`config.mk`:
```
export PLATFORM = sky130hd
export DESIGN_NAME = ddr_arbiter
export DESIGN_NICKNAME = d
export VERILOG_FILES = /design/src/rtl/ddr_arbiter.sv
export SDC_FILE = /design/constraint.sdc
export NUM_CORES = 1
export LEC_CHECK = 0
export CAP_MARGIN = 10
export CORE_MARGIN = 2
export CORE_UTILIZATION = 50
export CTS_CLUSTER_SIZE = 25
export DETAILED_ROUTE_END_ITERATION = 16
export PLACE_DENSITY_LB_ADDON = 0.25
export SETUP_SLACK_MARGIN = 0.3
export SLEW_MARGIN = 25
export SYNTH_ARGS = -nofsm -noshare
export SYNTH_HDL_FRONTEND = slang
export SYNTH_SLANG_ARGS = --single-unit
```
`constraint.sdc`:
```
create_clock -name clk -period 6.2 [get_ports clk]
set_input_delay 1.24 -clock clk [delete_from_list [all_inputs] [get_ports clk]]
set_output_delay 1.24 -clock clk [all_outputs]
set_load 0.005 [all_outputs]
```
`src/rtl/ddr_arbiter.sv`:
```
`default_nettype none
// ============================================================================
// Module   : ddr_arbiter
// Brief    : Fetch / memory-stage arbiter and single-beat DDR3 UI sequencer.
//            Define DDR_ARB_RR_EN for round-robin arbitration (default: mem
//            has fixed priority over fetch).
// Revision : 1.0
// ============================================================================
module ddr_arbiter #(
    parameter int ADDR_W      = 29,
    parameter int DATA_W      = 32,
    parameter int TIMEOUT_CYC = 255
) (
    input  logic              clk,
    input  logic              rst_n,
    input  logic              if_req_i,
    input  logic [ADDR_W-1:0] if_addr_i,
    output logic              if_gnt_o,
    output logic [DATA_W-1:0] if_rdata_o,
    output logic              if_rvalid_o,
    input  logic              mem_req_i,
    input  logic              mem_we_i,
    input  logic [ADDR_W-1:0] mem_addr_i,
    input  logic [DATA_W-1:0] mem_wdata_i,
    output logic              mem_gnt_o,
    output logic [DATA_W-1:0] mem_rdata_o,
    output logic              mem_rvalid_o,
    output logic              mem_wdone_o,
    output logic              err_o,
    output logic              busy_o,
    input  logic              ddr_cmd_rdy_i,
    output logic              ddr_enable_o,
    output logic              ddr_cmd_o,
    output logic [ADDR_W-1:0] ddr_addr_o,
    input  logic [DATA_W-1:0] ddr_read_data_i,
    input  logic              ddr_read_data_valid_i,
    input  logic              ddr_read_data_end_i,
    input  logic              ddr_write_rdy_i,
    output logic              ddr_write_enable_o,
    output logic [DATA_W-1:0] ddr_write_data_o,
    output logic              ddr_write_data_end_o
);

    localparam int                 c_CNT_W   = (TIMEOUT_CYC > 1) ? $clog2(TIMEOUT_CYC) : 1;
    localparam bit                 c_TO_EN   = (TIMEOUT_CYC > 0);
    localparam logic [c_CNT_W-1:0] c_TO_LAST = (TIMEOUT_CYC > 0) ? c_CNT_W'(TIMEOUT_CYC - 1) : '0;

    typedef enum logic [1:0] {
        S_IDLE  = 2'd0,
        S_CMD   = 2'd1,
        S_WDATA = 2'd2,
        S_RWAIT = 2'd3
    } state_t;

    state_t              r_state, w_state;
    logic                r_owner_mem, w_owner_mem;
    logic                r_we, w_we;
    logic [DATA_W-1:0]   r_wdata, w_wdata;
    logic [c_CNT_W-1:0]  r_cnt, w_cnt;
    logic [c_CNT_W-1:0]  w_cnt_inc;
    logic                r_have_beat, w_have_beat;
    logic [DATA_W-1:0]   r_beat, w_beat;

    logic                r_if_gnt, w_if_gnt;
    logic                r_mem_gnt, w_mem_gnt;
    logic                r_if_rvalid, w_if_rvalid;
    logic                r_mem_rvalid, w_mem_rvalid;
    logic                r_mem_wdone, w_mem_wdone;
    logic                r_err, w_err;
    logic                r_busy, w_busy;
    logic [DATA_W-1:0]   r_if_rdata, w_if_rdata;
    logic [DATA_W-1:0]   r_mem_rdata, w_mem_rdata;
    logic                r_ddr_en, w_ddr_en;
    logic                r_ddr_cmd, w_ddr_cmd;
    logic [ADDR_W-1:0]   r_ddr_addr, w_ddr_addr;
    logic                r_ddr_wen, w_ddr_wen;
    logic [DATA_W-1:0]   r_ddr_wdata, w_ddr_wdata;

    logic                w_pick_mem;
    logic                w_timeout;
    logic                w_done;
    logic                w_abort;
    logic                w_grant;

    assign w_grant   = (r_state == S_IDLE) && (mem_req_i || if_req_i);
    assign w_cnt_inc = r_cnt + 1'b1;
    assign w_timeout = c_TO_EN && (w_cnt_inc >= c_TO_LAST);

`ifdef DDR_ARB_RR_EN
    // Set when fetch owned the most recent grant; a tie goes to the other port.
    logic r_last_fetch;

    assign w_pick_mem = mem_req_i && (!if_req_i || r_last_fetch);

    always_ff @(posedge clk) begin
        if (!rst_n) begin
            r_last_fetch <= 1'b1;
        end else if (w_grant) begin
            r_last_fetch <= !w_pick_mem;
        end
    end
`else
    assign w_pick_mem = mem_req_i;
`endif

    always_comb begin
        w_state      = r_state;
        w_owner_mem  = r_owner_mem;
        w_we         = r_we;
        w_wdata      = r_wdata;
        w_cnt        = r_cnt;
        w_have_beat  = r_have_beat;
        w_beat       = r_beat;
        w_if_gnt     = 1'b0;
        w_mem_gnt    = 1'b0;
        w_if_rvalid  = 1'b0;
        w_mem_rvalid = 1'b0;
        w_mem_wdone  = 1'b0;
        w_err        = 1'b0;
        w_if_rdata   = r_if_rdata;
        w_mem_rdata  = r_mem_rdata;
        w_ddr_en     = r_ddr_en;
        w_ddr_cmd    = r_ddr_cmd;
        w_ddr_addr   = r_ddr_addr;
        w_ddr_wen    = r_ddr_wen;
        w_ddr_wdata  = r_ddr_wdata;
        w_done       = 1'b0;
        w_abort      = 1'b0;

        unique case (r_state)
            S_IDLE: begin
                if (w_grant) begin
                    w_state     = S_CMD;
                    w_owner_mem = w_pick_mem;
                    w_we        = w_pick_mem & mem_we_i;
                    w_wdata     = mem_wdata_i;
                    w_ddr_en    = 1'b1;
                    w_ddr_cmd   = w_pick_mem & mem_we_i;
                    w_ddr_addr  = w_pick_mem ? mem_addr_i : if_addr_i;
                    w_if_gnt    = !w_pick_mem;
                    w_mem_gnt   = w_pick_mem;
                    w_cnt       = '0;
                    w_have_beat = 1'b0;
                end
            end
            S_CMD: begin
                w_cnt = w_cnt_inc;
                if (ddr_cmd_rdy_i) begin
                    w_ddr_en = 1'b0;
                    if (r_we) begin
                        w_state     = S_WDATA;
                        w_ddr_wen   = 1'b1;
                        w_ddr_wdata = r_wdata;
                    end else begin
                        w_state = S_RWAIT;
                    end
                end
            end
            S_WDATA: begin
                w_cnt = w_cnt_inc;
                if (ddr_write_rdy_i) begin
                    w_done      = 1'b1;
                    w_ddr_wen   = 1'b0;
                    w_mem_wdone = 1'b1;
                    w_state     = S_IDLE;
                end
            end
            S_RWAIT: begin
                w_cnt = w_cnt_inc;
                if (ddr_read_data_valid_i && ddr_read_data_end_i) begin
                    w_done  = 1'b1;
                    w_state = S_IDLE;
                    if (r_owner_mem) begin
                        w_mem_rvalid = 1'b1;
                        w_mem_rdata  = r_have_beat ? r_beat : ddr_read_data_i;
                    end else begin
                        w_if_rvalid = 1'b1;
                        w_if_rdata  = r_have_beat ? r_beat : ddr_read_data_i;
                    end
                end else if (ddr_read_data_valid_i && !r_have_beat) begin
                    w_have_beat = 1'b1;
                    w_beat      = ddr_read_data_i;
                end
            end
            default: w_state = S_IDLE;
        endcase

        // A completion on the timeout edge takes precedence over the error.
        w_abort = (r_state != S_IDLE) && w_timeout && !w_done;
        if (w_abort) begin
            w_state   = S_IDLE;
            w_ddr_en  = 1'b0;
            w_ddr_wen = 1'b0;
            w_err     = 1'b1;
            if (r_we) begin
                w_mem_wdone = 1'b1;
            end else if (r_owner_mem) begin
                w_mem_rvalid = 1'b1;
                w_mem_rdata  = '0;
            end else begin
                w_if_rvalid = 1'b1;
                w_if_rdata  = '0;
            end
        end

        w_busy = (w_state != S_IDLE);
    end

    always_ff @(posedge clk) begin
        if (!rst_n) begin
            r_state      <= S_IDLE;
            r_owner_mem  <= 1'b0;
            r_we         <= 1'b0;
            r_wdata      <= '0;
            r_cnt        <= '0;
            r_have_beat  <= 1'b0;
            r_beat       <= '0;
            r_if_gnt     <= 1'b0;
            r_mem_gnt    <= 1'b0;
            r_if_rvalid  <= 1'b0;
            r_mem_rvalid <= 1'b0;
            r_mem_wdone  <= 1'b0;
            r_err        <= 1'b0;
            r_busy       <= 1'b0;
            r_if_rdata   <= '0;
            r_mem_rdata  <= '0;
            r_ddr_en     <= 1'b0;
            r_ddr_cmd    <= 1'b0;
            r_ddr_addr   <= '0;
            r_ddr_wen    <= 1'b0;
            r_ddr_wdata  <= '0;
        end else begin
            r_state      <= w_state;
            r_owner_mem  <= w_owner_mem;
            r_we         <= w_we;
            r_wdata      <= w_wdata;
            r_cnt        <= w_cnt;
            r_have_beat  <= w_have_beat;
            r_beat       <= w_beat;
            r_if_gnt     <= w_if_gnt;
            r_mem_gnt    <= w_mem_gnt;
            r_if_rvalid  <= w_if_rvalid;
            r_mem_rvalid <= w_mem_rvalid;
            r_mem_wdone  <= w_mem_wdone;
            r_err        <= w_err;
            r_busy       <= w_busy;
            r_if_rdata   <= w_if_rdata;
            r_mem_rdata  <= w_mem_rdata;
            r_ddr_en     <= w_ddr_en;
            r_ddr_cmd    <= w_ddr_cmd;
            r_ddr_addr   <= w_ddr_addr;
            r_ddr_wen    <= w_ddr_wen;
            r_ddr_wdata  <= w_ddr_wdata;
        end
    end

    assign if_gnt_o             = r_if_gnt;
    assign if_rdata_o           = r_if_rdata;
    assign if_rvalid_o          = r_if_rvalid;
    assign mem_gnt_o            = r_mem_gnt;
    assign mem_rdata_o          = r_mem_rdata;
    assign mem_rvalid_o         = r_mem_rvalid;
    assign mem_wdone_o          = r_mem_wdone;
    assign err_o                = r_err;
    assign busy_o               = r_busy;
    assign ddr_enable_o         = r_ddr_en;
    assign ddr_cmd_o            = r_ddr_cmd;
    assign ddr_addr_o           = r_ddr_addr;
    assign ddr_write_enable_o   = r_ddr_wen;
    assign ddr_write_data_o     = r_ddr_wdata;
    assign ddr_write_data_end_o = r_ddr_wen;

endmodule
`default_nettype wire
```
After elaboration in Yosys (flattened, before gate mapping):

Cells that the tools add are included.

* flip-flop bits (word level): 211

* magnitude comparators: 1
* reductions and logical operators: 24
* bitwise gates (word level): 3
* equal/unequal tests: 9
* $add $sub $neg: 1
* muxes and demuxes: 53

Operator list (number)
* 2-to-1 mux 32 bit: 13
* 2-to-1 mux 29 bit: 1
* 2-to-1 mux 1 bit: 27
* case mux 8 bit (2 select lines): 1
* inequality test 2 bit, second input constant: 6
* AND reduction 3 bit: 4
* 2-to-1 mux 2 bit: 5
* nonzero test 2 bit: 5
* adder 8 x 1 -> 8 bit, second input constant: 1
* >= comparator 8 bit, second input constant: 1
* 2-to-1 mux 8 bit: 1
* case mux 1 bit (2 select lines): 4
* case mux 2 bit (4 select lines): 1
* AND reduction 4 bit: 2
* logical AND 1 bit: 5
* == test 2 bit, second input constant: 2
* logical NOT 1 bit: 3
* OR reduction 3 bit: 1
* == test 2 x 1 -> 1 bit, second input constant: 1
* logical NOT 2 bit: 1
* NOT 1 bit: 2
* AND reduction 2 bit: 1
* OR reduction 2 bit: 1
* bitwise AND 1 bit: 1
* logical OR 1 bit: 1

Depth between registers and ports, before layout:

* word-level depth: 7
* gate-level depth with buffers: 8
* gate-level depth less buffers: 7

Worst setup path before layout:

OpenSTA, ideal clock, no wires.

* path kind: input port to flip-flop
* start point: in ddr_read_data_end_i
* end point: reg r_mem_rdata[0], in the netlist mem_rdata_o[0]
* arrival: 2535 ps
* cell stages on the path: 6
* path slack: 3539 ps
* cells stage by stage: nand4_1 > o2111ai_1 > or3_4 > o31ai_4 > clkbuf_2 > o21ai_0

* word-level cells in the longest chain between the ends: 6
* elaborated cells on any way between the ends: 10
* those cells by class: mux: 7; reduce/logical: 3

Ends and longest elaborated chain
* start, declared: RTL line 37 `input logic ddr_read_data_end_i,`
* logical AND 1 bit (*): RTL line 170 `if (ddr_read_data_valid_i && ddr_read_data_end_i) begin`
* 2-to-1 mux 32 bit or 2-to-1 mux 1 bit (tied branches): RTL line 170
* 2-to-1 mux 32 bit or case mux 1 bit (2 select lines) (tied branches): RTL line 130 `unique case (r_state)`
* 2-to-1 mux 32 bit or logical NOT 1 bit (tied branches): RTL line 197, 189
* 2-to-1 mux 32 bit or logical AND 1 bit (tied branches): RTL line 195, 189
* 2-to-1 mux 32 bit (*): RTL line 190 `if (w_abort) begin`
* end signal, assigned: RTL line 248 `r_mem_rdata <= w_mem_rdata;`
* end, declared: RTL line 72 `logic [DATA_W-1:0] r_mem_rdata, w_mem_rdata;`

Mark *: on every way between the ends. The rest lies on a longest branch, timed or not.
A chain may end at the register's enable or synchronous reset.

Final worst setup path:

* start point: in ddr_read_data_valid_i
* end point: reg r_mem_rdata[5], in the netlist mem_rdata_o[5]

* word-level cells in the longest chain between the ends: 6
* elaborated cells on any way between the ends: 10
* those cells by class: mux: 7; reduce/logical: 3

Ends and longest elaborated chain
* start, declared: RTL line 36 `input logic ddr_read_data_valid_i,`
* logical AND 1 bit (*): RTL line 170
* 2-to-1 mux 32 bit or 2-to-1 mux 1 bit (tied branches): RTL line 170
* 2-to-1 mux 32 bit or case mux 1 bit (2 select lines) (tied branches): RTL line 130
* 2-to-1 mux 32 bit or logical NOT 1 bit (tied branches): RTL line 197, 189
* 2-to-1 mux 32 bit or logical AND 1 bit (tied branches): RTL line 195, 189
* 2-to-1 mux 32 bit (*): RTL line 190

Marked as above.

==> flow_metrics.py <==
metrics = {
    "global_route": {
        "grt.met1_usage_pct": 31.0,
        "grt_usage_pct": 24.8,
        "overflow": 0,
        "met2_usage_pct": 42.6,
        "grt_pass1_vias": 7479,
        "grt_max_degree": 114,
        "antenna_found_initial": 0,
        "grt_busiest_layer": "met2",
        "gr-usage-met3_pct": 6.83,
        "grt_pass1_wl_mm": 37.2,
    },
    "clocking": {
        "path_clk_slew_ns": 0.06,
        "cts_tree": "done",
        "clkSinkCount": 211,
        "clk_latency_ns": 0.49,
        "cts_setup_buffers": 0,
        "cts_hold_buf": 0,
        "cts_buffer_depth": 3,
        "htree_levels": 1,
        "cts_resized": 0,
        "clockRootBuffer": "clkbuf_16",
        "cts_buffers": 23,
    },
    "power_and_ir_drop": {
        "power-per-cell-area_mw_per_mm2": 259,
        "finalPower_mw": 3.10,
        "ir_worst_vdd_mv": 0.217,
        "p_leak_nw": 4.12,
    },
    "setup_path": {
        "critPathMaxFanout": 64,
        "critPathKind": "in -> reg",
        "slowest_delay_ns": 0.52,
        "slowest_stage": "buf_4",
        "reg2regPathDepth": 7,
        "rrSetupSlack_ns": 3.58,
        "cp.required_ns": 6.54,
        "path_cells": "clkdlybuf4s50_1 > nand4_1 > o2111ai_1 > or3_4 > o31ai_4 > buf_4 > o21ai_0",
        "end_kind": "register",
        "critPathLaunchType": "input pin",
        "r2r_start": "r_cnt[0]",
        "reg2reg_to": "mem_rdata_o[5]",
        "critPathArrivalTime_ns": 3.48,
    },
    "timing": {
        "fmax_ghz": 0.318,
        "skew_ns": 0.00886,
        "worst_pin_slew_ns": 0.945,
        "setup_viol": 0,
        "setup_tns_ns": 0,
        "slew_violations": 0,
        "finalHoldViolCount": 0,
        "min_period_over_period_pct": 50.7,
        "slew_headroom_pct": 37.0,
        "period_minus_slack_ns": 3.15,
        "timing.hold.ws_ns": 0.441,
        "rsz0062_at_grt": "false",
    },
    "placement": {
        "gp_congestion": 0.872,
        "portBuffers": 266,
        "place_inst": 1477,
        "dp_hpwl_mm": 15.1,
    },
    "logic_synthesis": {
        "syn_inst": 1060,
        "synth-warning-count": 0,
        "syn_area_mm2": 0.00854,
        "synth_edf_count": 0,
        "async_flop_share_pct": 0,
        "yosys_register_bits": 211,
        "synth_top_cell_by_area": "dfxtp_1",
        "syn_nets": 1193,
        "synth_cell_type_count": 43,
        "ys_top_cells_by_area": "dfxtp_1 49%, nand2_1 8.8%, a21oi_1 8.3%, mux2i_1 7.4%, o21ai_0 3.9%",
        "ys.flop_type": "dfxtp_1",
        "synth_top_area_share_pct": 49.5,
        "synth_seq_area_share_pct": 49.5,
        "synth.avg_cell_area_um2": 8.05,
    },
    "layout": {
        "fillers": 1321,
        "multi_input_area_mm2": 0.00375,
        "final_common_cell": "clkdlybuf4s50_1",
        "synthToLayoutAreaGrowth_pct": 40.4,
        "seq_area_mm2": 0.00423,
        "finalNetCount": 1415,
        "post-route-util_pct": 72.0,
        "drive_gt1_share_pct": 4.63,
        "final_cells": 1516,
        "mostFrequentLayoutCells": "265 x clkdlybuf4s50_1, 209 x dfxtp_1, 200 x nand2_1",
        "num_antenna_cells": 0,
    },
    "min_path": {
        "min_to": "ddr_write_data_o[26]",
        "hp-class": "reg -> reg",
        "worstHoldStart": "r_wdata[26]",
        "whs_path_depth": 2,
    },
    "job": {
        "maxCapViolCount": 0,
    },
    "detailed_routing": {
        "drc": 0,
        "drt_iter0_drc": 445,
        "ant_nets": 0,
        "routed_wl_mm": 23.1,
        "vias": 8064,
        "vias_per_cell": 5.32,
        "dr.pass1.iters": 5,
        "wl_per_cell_um": 15.3,
    },
    "floorplan": {
        "core_mm2": 0.0166,
        "dieHeight_um": 135,
        "dieArea_mm2": 0.0181,
        "io-pin-count": 267,
        "initial_core_util_pct": 51.3,
        "die_x_um": 135,
        "rows": 47,
    },
    "status": {
        "status": "completed",
    },
}
[cell usage after synthesis (all sizes together) (2+ instances only)]
library cell / number
inv: 67
nor3: 36
clkbuf: 74
ha: 2
nand2: 200
dfxtp: 211
o21ai: 68
mux2i: 63
xor2: 3
nor4: 2
a31oi: 2
o31ai: 2
o22ai: 4
and3: 3
nand4: 4
or3: 4
a21oi: 142
a21boi: 2
nand3: 5
buf: 8
a22oi: 31
nor2b: 3
and2: 2
a211oi: 29
nor2: 81
[cell families after synthesis]
group	count (synthesis)	share of synthesized area, %
xor+xnor	4	0.410
buf+inv	150	6.83
mux	63	7.39
compound gates	284	18.9
fa+ha+maj	2	0.293
simple gates	346	16.7
flops	211	49.5
[worst max path at each step]
| stage | startpoint | endpoint | slack, ns |
|---|---|---|---|
| after detailed placement | rst_n | mem_rdata_o[12] | 2.58 |
| after global routing | ddr_read_data_end_i | mem_rdata_o[5] | 2.93 |
| after global placement | rst_n | mem_rdata_o[20] | 2.62 |
| after CTS | rst_n | mem_rdata_o[30] | 3.02 |
| final | ddr_read_data_valid_i | mem_rdata_o[5] | 3.05 |
| after floorplan | ddr_read_data_end_i | mem_rdata_o[0] | 3.54 |
[power breakdown]
| group | switching, mW | internal (mW) | total (mW) |
|---|---|---|---|
| sequential | 0.0370 | 1.41 | 1.45 |
| combinational | 0.176 | 0.188 | 0.364 |
| clock | 0.521 | 0.767 | 1.29 |
| total | 0.734 | 2.37 | 3.10 |
[worst max-delay path: cells and delay by family]
family	cells	cell delay, ns
simple gates	2	0.69
buf+inv	2	0.99
compound gates	3	0.54
[metal layers]
layer | up-vias | routed length [um] | part of all wire (%)
li1 | 4014 | - | -
met1 | 3740 | 9350 | 40
met2 | 282 | 11400 | 49
met3 | 28 | 1980 | 8.6
met4 | 0 | 427 | 1.8
met5 | - | 0 | 0
[area by class of cell]
class | instances | share of cell area (%)
inverters | 68 | 2.15
well taps | 220 | 2.30
repair buffers | 279 | 23.0
clock inverters | 8 | 0.564
flip-flops and latches | 211 | 35.3
multi-input cells | 699 | 31.3
clock buffers | 31 | 5.39
[state kept, by name, indices dropped and copies added, names as in the netlist, 2 cells and up]
signal	cells
if_rdata_o	32
r_state	2
ddr_addr_o	29
r_cnt	8
mem_rdata_o	32
r_beat	32
r_wdata	32
ddr_write_data_o	32
[metrics by stage]
step | area [um^2] | setup WS, ns
2_1_floorplan | 8540 | 3.54
3_3_place_gp | 11300 | 2.62
3_5_place_dp | 11300 | 2.58
4_1_cts | 12000 | 3.02
5_1_grt | 12000 | 2.93
6_report | 12000 | 3.05
(Power assumes the default switching activity.)
